$ cat src/rtl/ysyx_25040129_wbu_pkg.sv
// Shared definitions for the writeback unit: register-index width and the
// writeback FSM state encoding. Imported by ysyx_25040129_wbu and its
// scoreboard-compare sub-module.
`ifndef ysyx_25040129_REGS_DIG
`define ysyx_25040129_REGS_DIG 4
`endif

package ysyx_25040129_wbu_pkg;

  // Register-index width: 16 architectural registers, x0 hardwired to zero.
  localparam int WBU_REGS_DIG = `ysyx_25040129_REGS_DIG;

  typedef enum logic [1:0] {
    WBU_IDLE    = 2'd0,
    WBU_WAIT_LD = 2'd1,
    WBU_WB      = 2'd2
  } wbu_state_e;

endpackage

$ cat src/rtl/ysyx_25040129_wbu_sb.sv
// Scoreboard compare: flags that the held writeback targets the queried register.
// Ports: hold_wen_i/hold_rd_i (request in flight), q_id_i (decode query), match_o.
// Purely combinational; x0 never matches because it is never written.
module ysyx_25040129_wbu_sb
  import ysyx_25040129_wbu_pkg::*;
#(
  parameter int REGS_DIG = WBU_REGS_DIG
) (
  input  logic                hold_wen_i,
  input  logic [REGS_DIG-1:0] hold_rd_i,
  input  logic [REGS_DIG-1:0] q_id_i,
  output logic                match_o
);

  assign match_o = hold_wen_i && (hold_rd_i != '0) && (hold_rd_i == q_id_i);

endmodule

$ cat src/rtl/ysyx_25040129_wbu.sv
// Writeback unit: holds one EXU result (or waits for LSU load data), then
// writes it to the register file for one cycle and pulses commit.
// Ports: in_* request handshake from EXU, lsu_* load return, rd/reg_write/result
// register-file write port, qN_id/qN_busy scoreboard query, fwdN_* bypass, commit.
// Latency: non-load retires the cycle after acceptance; load the cycle after
// lsu_rvalid. Backpressure: in_ready only in IDLE (one request per 2 cycles min).
// Optional bypass enabled by defining YSYX_25040129_WBU_FWD_EN; otherwise the
// fwd outputs are tied to zero.
module ysyx_25040129_wbu
  import ysyx_25040129_wbu_pkg::*;
#(
  parameter int REGS_DIG = WBU_REGS_DIG
) (
  input  logic                clk,
  input  logic                rst,
  input  logic                in_valid,
  output logic                in_ready,
  input  logic [REGS_DIG-1:0] in_rd,
  input  logic                in_wen,
  input  logic                in_is_load,
  input  logic [31:0]         in_result,
  input  logic                lsu_rvalid,
  input  logic [31:0]         lsu_rdata,
  output logic [REGS_DIG-1:0] rd,
  output logic                reg_write,
  output logic [31:0]         result,
  input  logic [REGS_DIG-1:0] q1_id,
  input  logic [REGS_DIG-1:0] q2_id,
  output logic                q1_busy,
  output logic                q2_busy,
  output logic                fwd1_valid,
  output logic                fwd2_valid,
  output logic [31:0]         fwd1_data,
  output logic [31:0]         fwd2_data,
  output logic                commit
);

  wbu_state_e          state_q, state_d;
  logic [REGS_DIG-1:0] hold_rd_q;
  logic                hold_wen_q;
  logic [31:0]         hold_result_q;
  logic [REGS_DIG-1:0] rd_q;
  logic [31:0]         result_q;

  logic                accept;
  logic                ld_done;
  logic                q1_match, q2_match;

  assign accept  = (state_q == WBU_IDLE) && in_valid;
  assign ld_done = (state_q == WBU_WAIT_LD) && lsu_rvalid;

  always_ff @(posedge clk or negedge rst) begin
    if (!rst) begin
      state_q <= WBU_IDLE;
    end else begin
      state_q <= state_d;
    end
  end

  always_comb begin
    state_d   = state_q;
    in_ready  = 1'b0;
    commit    = 1'b0;
    reg_write = 1'b0;
    unique case (state_q)
      WBU_IDLE: begin
        in_ready = 1'b1;
        if (in_valid) state_d = in_is_load ? WBU_WAIT_LD : WBU_WB;
      end
      WBU_WAIT_LD: begin
        if (lsu_rvalid) state_d = WBU_WB;
      end
      WBU_WB: begin
        commit    = 1'b1;
        reg_write = hold_wen_q && (hold_rd_q != '0);
        state_d   = WBU_IDLE;
      end
      default: state_d = WBU_IDLE;
    endcase
  end

  // rd/result are registered copies loaded on the edge that enters WB, so they
  // show the retiring request in WB and keep their last value everywhere else
  // (a newly accepted load does not disturb them while it waits).
  always_ff @(posedge clk or negedge rst) begin
    if (!rst) begin
      hold_rd_q     <= '0;
      hold_wen_q    <= 1'b0;
      hold_result_q <= '0;
      rd_q          <= '0;
      result_q      <= '0;
    end else if (accept) begin
      hold_rd_q     <= in_rd;
      hold_wen_q    <= in_wen;
      hold_result_q <= in_result;
      if (!in_is_load) begin
        rd_q     <= in_rd;
        result_q <= in_result;
      end
    end else if (ld_done) begin
      hold_result_q <= lsu_rdata;
      rd_q          <= hold_rd_q;
      result_q      <= lsu_rdata;
    end
  end

  assign rd     = rd_q;
  assign result = result_q;

  ysyx_25040129_wbu_sb #(.REGS_DIG(REGS_DIG)) u_sb1 (
    .hold_wen_i (hold_wen_q),
    .hold_rd_i  (hold_rd_q),
    .q_id_i     (q1_id),
    .match_o    (q1_match)
  );

  ysyx_25040129_wbu_sb #(.REGS_DIG(REGS_DIG)) u_sb2 (
    .hold_wen_i (hold_wen_q),
    .hold_rd_i  (hold_rd_q),
    .q_id_i     (q2_id),
    .match_o    (q2_match)
  );

  assign q1_busy = (state_q != WBU_IDLE) && q1_match;
  assign q2_busy = (state_q != WBU_IDLE) && q2_match;

`ifdef YSYX_25040129_WBU_FWD_EN
  // Only WB holds final data; in WAIT_LD the load value is not yet known.
  assign fwd1_valid = (state_q == WBU_WB) && q1_match;
  assign fwd2_valid = (state_q == WBU_WB) && q2_match;
  assign fwd1_data  = hold_result_q;
  assign fwd2_data  = hold_result_q;
`else
  assign fwd1_valid = 1'b0;
  assign fwd2_valid = 1'b0;
  assign fwd1_data  = '0;
  assign fwd2_data  = '0;
`endif

endmodule
$ cat config.mk
export PLATFORM = sky130hd
export DESIGN_NAME = ysyx_25040129_wbu
export DESIGN_NICKNAME = d
export VERILOG_FILES = /design/src/rtl/ysyx_25040129_wbu_pkg.sv /design/src/rtl/ysyx_25040129_wbu_sb.sv /design/src/rtl/ysyx_25040129_wbu.sv
export SDC_FILE = /design/constraint.sdc
export NUM_CORES = 1
export LEC_CHECK = 0
export ABC_AREA = 1
export BUFFER_PORTS_ARGS = -buffer_cell sky130_fd_sc_hd__buf_2
export CAP_MARGIN = 0
export CORE_ASPECT_RATIO = 1.5
export CORE_MARGIN = 5
export CORE_UTILIZATION = 45
export CTS_BUF_LIST = sky130_fd_sc_hd__clkbuf_4
export DETAILED_ROUTE_END_ITERATION = 8
export PLACE_DENSITY = 0.85
export RECOVER_POWER = 100
export SLEW_MARGIN = 5
export SYNTH_ARGS = -nofsm -noshare
export SYNTH_HDL_FRONTEND = slang
export SYNTH_SLANG_ARGS = --single-unit
$ cat constraint.sdc
create_clock -name clk -period 2.8 [get_ports clk]
set_input_delay 0 -clock clk [delete_from_list [all_inputs] [get_ports clk]]
set_output_delay 0 -clock clk [all_outputs]
set_load 0.01 [all_outputs]
# Word-level counts from Yosys, hierarchy flattened
# Index checks and enable logic that the tools add are counted.
# word_totals
output_inout_bits,107
input_bits,82
wordCells,38
register_bits,43
# op_classes
reduce_logical,13
mux,13
n_eq_ne,7
# ops
cell,n
32-bit two-way mux,3
4-bit two-way mux,3
4-bit equality test,2
1-bit logical AND,7
2-bit two-way mux,3
"2-bit inequality test, second input constant",3
2-bit case mux with 2 select lines,1
2-bit AND reduction,2
2-bit nonzero test,2
4-bit nonzero test,1
1-bit two-way mux,3
"2-bit by 1-bit equality test with 1-bit output, second input constant",1
"2-bit equality test, second input constant",1
2-bit zero test,1

# Depth between registers and ports, before layout
# Gate-level depths: netlist of run 1.
# depth
ltp_word,4
mapped_depth,8
mapped_depth_nobuf,6

# Modules after synthesis
# From an unflattened synthesis of run 1, not the netlist that was laid out.
# hier_totals
cells_unflattened,418
hier_area_um2,2895.3
# modules_own_cells
module,area_per_inst_um2,seq_area_each_um2,instances,cells_each
ysyx_25040129_wbu,2705.1,1076.0,1,368
ysyx_25040129_wbu_sb,95.1,0.0,2,25

# Worst setup path after synthesis of run 1
# OpenSTA, ideal clock, no wires.
# synth_timing
kind,flip-flop to flip-flop
startpoint,register state_q[0]
endpoint,"register result_q[0], in the netlist result[0]"
required_time_ns,2.683
arrival_ns,1.135
setup_slack_ns,1.548
synth_period_minus_slack_ns,1.252
path_buffers,2
stages_incl_launch_ff,9
setup_time_ns,0.117
path_cell_list,dfrtp_1 > nor2_4 > nand2_1 > buf_2 > buf_6 > nand2_1 > nand2_1 > nand2_1 > nand2_1
# synth_between
elab_chain_len,4
# synth_lines
element,line,source
"start, declared",ysyx_25040129_wbu.sv:38,"wbu_state_e state_q, state_d;"
"start signal, assigned",ysyx_25040129_wbu.sv:56,state_q <= state_d;
2-bit by 1-bit equality test with 1-bit output or 2-bit zero test (tied branches),"ysyx_25040129_wbu.sv:50, ysyx_25040129_wbu.sv:49",
"1-bit logical AND, on equally long branches","ysyx_25040129_wbu.sv:50, ysyx_25040129_wbu.sv:49",
2-bit nonzero test (no line) or 2-bit inequality test (tied branches),n/a,
2-bit AND reduction (no line),n/a,
"end signal, assigned",ysyx_25040129_wbu.sv:98,result_q <= in_result;
"end signal, assigned",ysyx_25040129_wbu.sv:103,result_q <= lsu_rdata;
"end, declared",ysyx_25040129_wbu.sv:43,logic [31:0] result_q;
# Several ways; a longest one is shown, not always the timed one.
# A chain may end at the register's enable or synchronous reset.

# Worst setup path in the final report of run 1
# layout_timing
startpoint,register state_q[0]
endpoint,"register result_q[21], in the netlist result[21]"
# Same word-level chain as after synthesis.

==> results of run 1 <==
-- metrics by stage --
step,util,instance area (um^2),hold WS [ps],setup WS [ps]
after floorplan,-,3110,-296,1550
after global placement,0.522,3220,178,547
after detailed placement,0.522,3220,202,444
after CTS,0.651,4020,115,242
after global routing,0.643,3970,173,13.7
final,0.643,3970,121,132
-- worst max-delay path, cell delays in order, from the launching register on --
cell and delay [ps]:
dfrtp_1 460, nor2_4 480, nand2_1 360, buf_4 360, nand2_1 110, nand2_1 70
dlygate4sd3_1 580, nand2_1 60, nand2_1 70
-- layer usage --
metal | share of wire | up-vias | wire (um) | GRT usage
li1 | - | 1502 | - | -
met1 | 0.35 | 1460 | 3300 | 0.253
met2 | 0.51 | 202 | 4860 | 0.398
met3 | 0.093 | 37 | 878 | 0.0374
met4 | 0.045 | 0 | 424 | 0.121
met5 | 0 | - | 0 | 0
-- worst max path at each step --
stage,endpoint,slack (ps),cells after the start
after floorplan,result[0],1550,8
after global placement,result[20],550,5
after detailed placement,rd[2],440,5
after CTS,result[3],240,8
after global routing,result[21],10,8
final,result[21],130,8
-- cells in the mapped netlist, types with 2 or more instances --
cell	number
a21oi_1	3
buf_1	2
buf_2	12
buf_4	67
buf_6	4
clkbuf_1	2
dfrtp_1	43
inv_1	14
nand2_1	167
nand3_1	73
nor2_1	13
-- where the power goes --
group	total, uW	switching [uW]	internal (uW)
Clock	389	205	184
Sequential	1010	158	850
Combinational	1120	675	447
Total	2520	1040	1480
-- cells by family (layout without fill, tap and decap cells) --
kind of cell | count (synthesis) | count (layout)
buffers and inverters | 101 | 220
AOI/OAI and AO/OA | 4 | 4
DFF | 43 | 43
and+or+nand+nor | 258 | 258
other | 1 | 67
-- registers in the layout, indices dropped and copies added, names as in the netlist --
name / flops
state_q: 2
hold_rd_q: 4
hold_wen_q: 1
result: 32
rd: 4
-- what timing repair did --
item / in CTS / in global routing
hold buffers: 72 / 0
endpoints found under the hold margin: 83 / 0
endpoints found under the setup margin: 0 / 3
resized for setup: 0 / 0
-- final cells by class --
| class | count | share of cell area |
|---|---|---|
| Sequential cell | 43 | 0.271 |
| Timing Repair Buffer | 198 | 0.330 |
| Clock inverter | 3 | 0.00976 |
| Inverter | 14 | 0.0132 |
| Multi-Input combinational cell | 328 | 0.343 |
| Clock buffer | 5 | 0.00945 |
| Antenna cell | 1 | 0.000630 |
| Tap cell | 74 | 0.0233 |
==> flow_summary.ini, run 1 <==
[grt]
gr-total-overflow = 0
antenna_found_initial = 1
grt.total_usage = 0.227
grt_max_degree = 44
grt_pass1_vias = 3125
grt_pass1_wl_um = 14300

[detailed_routing]
drt_pass1_iterations = 7
wl_um = 9460
routed-via-count = 3201
vias_per_cell = 4.81
wl_per_cell_um = 14.2
drt_iter0_markers = 294
route.detailed.drc = 0
ant_nets = 0

[floorplanning]
start_util = 0.465
ios = 189
dieArea_mm2 = 0.00811
rows = 35
design.core.area_mm2 = 0.00617
die_h_um = 108
die_x_um = 75.2

[setup_path]
r2r_end = result[21]
r2r_start = state_q[0]
arrival_ps = 2910
reg2reg_slack_ps = 130
worstPathRequired_ps = 3050
reg2regPathDepth = 8
path_max_fanout = 31
worstSetupEndpointType = register
path_class = register to register
critPathLaunch = state_q[0]
startpoint_type = register

[synthesis]
netlist.area_leader.share = 0.375
synth_mux_area_frac = 0
yosysWarningCount = 0
ys_types = 18
synthXorXnorAreaFrac = 0
synth_top_area_cell = dfrtp_1
ys_ff_latch = 43
synth_top_family_by_area = simple AND/OR/NAND/NOR gates
synthesis.area_mm2 = 0.00287
synthArstFlopShare = 1.00
synth_cells = 407
syn_avg_cell_area_um2 = 7.05
synth-main-ff-cell = dfrtp_1
synth_fa_ha_area_frac = 0
synth-edff-count = 0
ys_seq_area_frac = 0.375
yosys.area_share.simple = 0.381
synth_compound_area_frac = 0.00741
synthTopCellsByArea = dfrtp_1, nand2_1, buf_4, nand3_1, buf_2

[status]
status = finished with violations
violations = capacitance limit, slew limit

[clock_network]
cts_setup_buffers = 0
root_buffer = clkbuf_4
clkLatencyLatePin_ps = 350
numCtsBuffers = 5
cts-htree-levels = 2
clk_pin_slew_ps = 130
cts_buffer_depth = 2
tritoncts = built
cts_sinks = 43

[timing]
fin_tns_setup_ps = 0
maxClockFrequency_mhz = 375
post-route-period-util = 0.953
fin_worst_skew_ps = 5.95
rsz0062_at_grt = no
finalMaxSlewViolations = 44
period_needed_ps = 2670
setup_viol = 0
hold_violations = 0
relSlewSlack = -0.556
tightestPinTransition_ps = 2330

[final_layout]
ff_latch_area_mm2 = 0.00108
final_cells = 666
nets = 672
multi_input_area_mm2 = 0.00136
fillers = 530
drive_above_1_share = 0.164
final_cell_mix = nand2_1, buf_2, nand3_1
syn_to_final_growth_pct = 38.5
final_common_cell = nand2_1

[pwr]
power_density_mw_per_mm2 = 634
fin_total_pwr_uw = 2520
power_leakage_uw = 0.00228
peakVddDrop_mv = 0.469

[run]
maxCapViolations = 1

[placed_design]
portBuffers = 122
dp.cells = 585
gp_routability_congestion = 0.721
dp_hpwl_um = 5640

[min_path]
hold_start = in_valid
hold_path_class = input pin to register
hold_end = hold_rd_q[1]
whs_path_depth = 3
No activity file was read; power rests on OpenSTA's default activity.
==> run 2: changes to the inputs <==
--- a/config.mk
+++ b/config.mk
@@ -5,7 +5,6 @@
 export SDC_FILE = /design/constraint.sdc
 export NUM_CORES = 1
 export LEC_CHECK = 0
-export ABC_AREA = 1
 export BUFFER_PORTS_ARGS = -buffer_cell sky130_fd_sc_hd__buf_2
 export CAP_MARGIN = 0
 export CORE_ASPECT_RATIO = 1.5
@@ -13,9 +12,10 @@
 export CORE_UTILIZATION = 45
 export CTS_BUF_LIST = sky130_fd_sc_hd__clkbuf_4
 export DETAILED_ROUTE_END_ITERATION = 8
-export PLACE_DENSITY = 0.85
+export PLACE_DENSITY = 0.86
 export RECOVER_POWER = 100
 export SLEW_MARGIN = 5
 export SYNTH_ARGS = -nofsm -noshare
 export SYNTH_HDL_FRONTEND = slang
+export SYNTH_HIERARCHICAL = 1
 export SYNTH_SLANG_ARGS = --single-unit
==> flow_summary.ini, run 2 <==
[detailed_routing]
drt_pass1_iterations = 4
vias_per_cell = 4.54
drt_iter0_markers = 46
ant_nets = 0
wl_per_cell_um = 15.1
routed-via-count = 2051
wl_um = 6830
route.detailed.drc = 0

[final_layout]
nets = 460
final_cell_mix = buf_2, conb_1, dfrtp_1
final_common_cell = buf_2
final_cell_area_mm2 = 0.00343
antenna_cells = 0
final_util = 0.564
syn_to_final_growth_pct = 22.7
largest_reg_flops = 32
drive_above_1_share = 0.368

[setup_path]
cp_cell_sequence = nor3b_1, buf_4, mux2_2, dlygate4sd3_1, mux2_1
worstSetupEndpointType = register
reg2reg_slack_ps = 330
crit_slowest_cell = dlygate4sd3_1
path_max_fanout = 21
worstPathRequired_ps = 3030
startpoint_type = register
arrival_ps = 2700
crit_path_max_incr_delay_ps = 560
critical-path-top-delay-family = buffers and inverters
path_class = register to register
crit_buf_inv = 2

[pwr]
fin_total_pwr_uw = 2160
peakVddDrop_mv = 0.409
power_density_mw_per_mm2 = 629
power_leakage_uw = 0.00163

[clock_network]
cts-htree-levels = 2
root_buffer = clkbuf_4
numCtsBuffers = 5
cts_sinks = 43
cts_buffer_depth = 2
clkLatencyLatePin_ps = 330
post_cts_resize_count = 0
tritoncts = built
clk_pin_slew_ps = 120

[synthesis]
synth-edff-count = 0
netlist_top_cells_count = buf_4, mux2_2, dfrtp_1
syn_avg_cell_area_um2 = 12.8
synth_cells = 219
yosysMostFrequentCell = buf_4
yosysWarningCount = 6
ys_types = 21
synthArstFlopShare = 1.00
ys_seq_area_frac = 0.385
synthesis.area_mm2 = 0.00280
netlist.area_leader.share = 0.385
ys_ff_latch = 43
synthTopCellsByArea = dfrtp_1, mux2_2, buf_4, mux2_4, buf_12
synth_top_area_cell = dfrtp_1
synth-main-ff-cell = dfrtp_1

[floorplanning]
ios = 189
start_util = 0.459
die_h_um = 107
rows = 35
dieArea_mm2 = 0.00792
design.core.area_mm2 = 0.00609
die_x_um = 74.4

[timing]
fin_worst_skew_ps = 4.24
hold_violations = 0
fin_tns_setup_ps = 0
tightestPinTransition_ps = 1080
period_needed_ps = 2470
setup_viol = 0
timing.hold.ws_ps = 5.30
finalMaxSlewViolations = 0
relSlewSlack = 0.278
rsz0062_at_grt = no
post-route-period-util = 0.883
maxClockFrequency_mhz = 404

[placed_design]
dp_hpwl_um = 5030
portBuffers = 122
dpl_cell_area_mm2 = 0.00320
gp_routability_congestion = 0.723

[grt]
grt_pass1_vias = 2073
antenna_found_initial = 0
grt_pass1_wl_um = 9730
grt.total_usage = 0.160
grt_max_degree = 44
gr-total-overflow = 0

[min_path]
hold_path_class = input pin to register

[run]
maxCapViolations = 0

[status]
status = completed
run 2: cell types whose count changed after synthesis, moves of 3 or more:
cell / previous run / this run
mux2_2: 0 / 45
nand2_1: 167 / 4
nor2_1: 13 / 2
xnor2_1: 0 / 6
buf_2: 12 / 4
inv_1: 14 / 0
nand3_1: 73 / 0
buf_12: 0 / 3
mux2_4: 0 / 29
a21oi_1: 3 / 0
buf_6: 4 / 0
run 2: worst paths after layout:
kind,start,endpoint,cells past startpoint
max in group asynchronous,rst,hold_rd_q[0],2
worst min-delay path,lsu_rdata[5],result[5],3
min in group asynchronous,rst,result[17],2
worst min register to register,result[8],result[8],1
worst max-delay path,state_q[1],result[0],5
worst max register to register,state_q[1],result[0],5
run 2: final cells by class:
class / count / area [um^2]
fillers: 554 / 2660
multi-input cells: 168 / 1290
flip-flops and latches: 43 / 1080
repair buffers: 160 / 930
well taps: 74 / 92.6
clock buffers: 5 / 37.5
clock inverters: 2 / 8.76
run 2: metrics by stage:
| step | setup slack, ps | std cells |
|---|---|---|
| after floorplan | 1020 | 284 |
| after global placement | 961 | 411 |
| after detailed placement | 931 | 411 |
| after CTS | 457 | 441 |
| after global routing | 189 | 452 |
| final | 326 | 452 |
run 2: logic make-up after synthesis:
| family | count (synthesis) | share of synthesized area |
|---|---|---|
| AO/OA/AOI/OAI | 3 | 0.0121 |
| XOR/XNOR | 6 | 0.0188 |
| buffers and inverters | 73 | 0.206 |
| flip-flops | 43 | 0.385 |
| multiplexers | 74 | 0.337 |
| other | 1 | 0.00134 |
| AND/OR/NAND/NOR | 19 | 0.0398 |
run 2: tightest hold or removal path, cell delays in order:
cell and delay, ps:
buf_2 70, mux2_2 120, mux2_1 110
run 2: repair_timing:
action | CTS | global route
endpoints found under the hold margin | 61 | 10
setup buffers | 0 | 0
setup endpoints to repair | 0 | 0
hold buffers | 23 | 11
run 2: layer usage:
metal  vias to the layer above  wire, um  share of wire  track usage
li1                        931         -              -            -
met1                       981      2190           0.32        0.168
met2                       129      3790           0.56        0.305
met3                        10       740           0.11       0.0331
met4                         0       110          0.016       0.0522
met5                         -         0              0            0
run 2: where the power goes:
part | internal [uW] | switching [uW] | leakage, uW | total [uW]
clock network | 89.4 | 189 | 0.0000285 | 279
logic | 421 | 449 | 0.00109 | 870
registers | 856 | 154 | 0.000506 | 1010
total | 1370 | 792 | 0.00163 | 2160
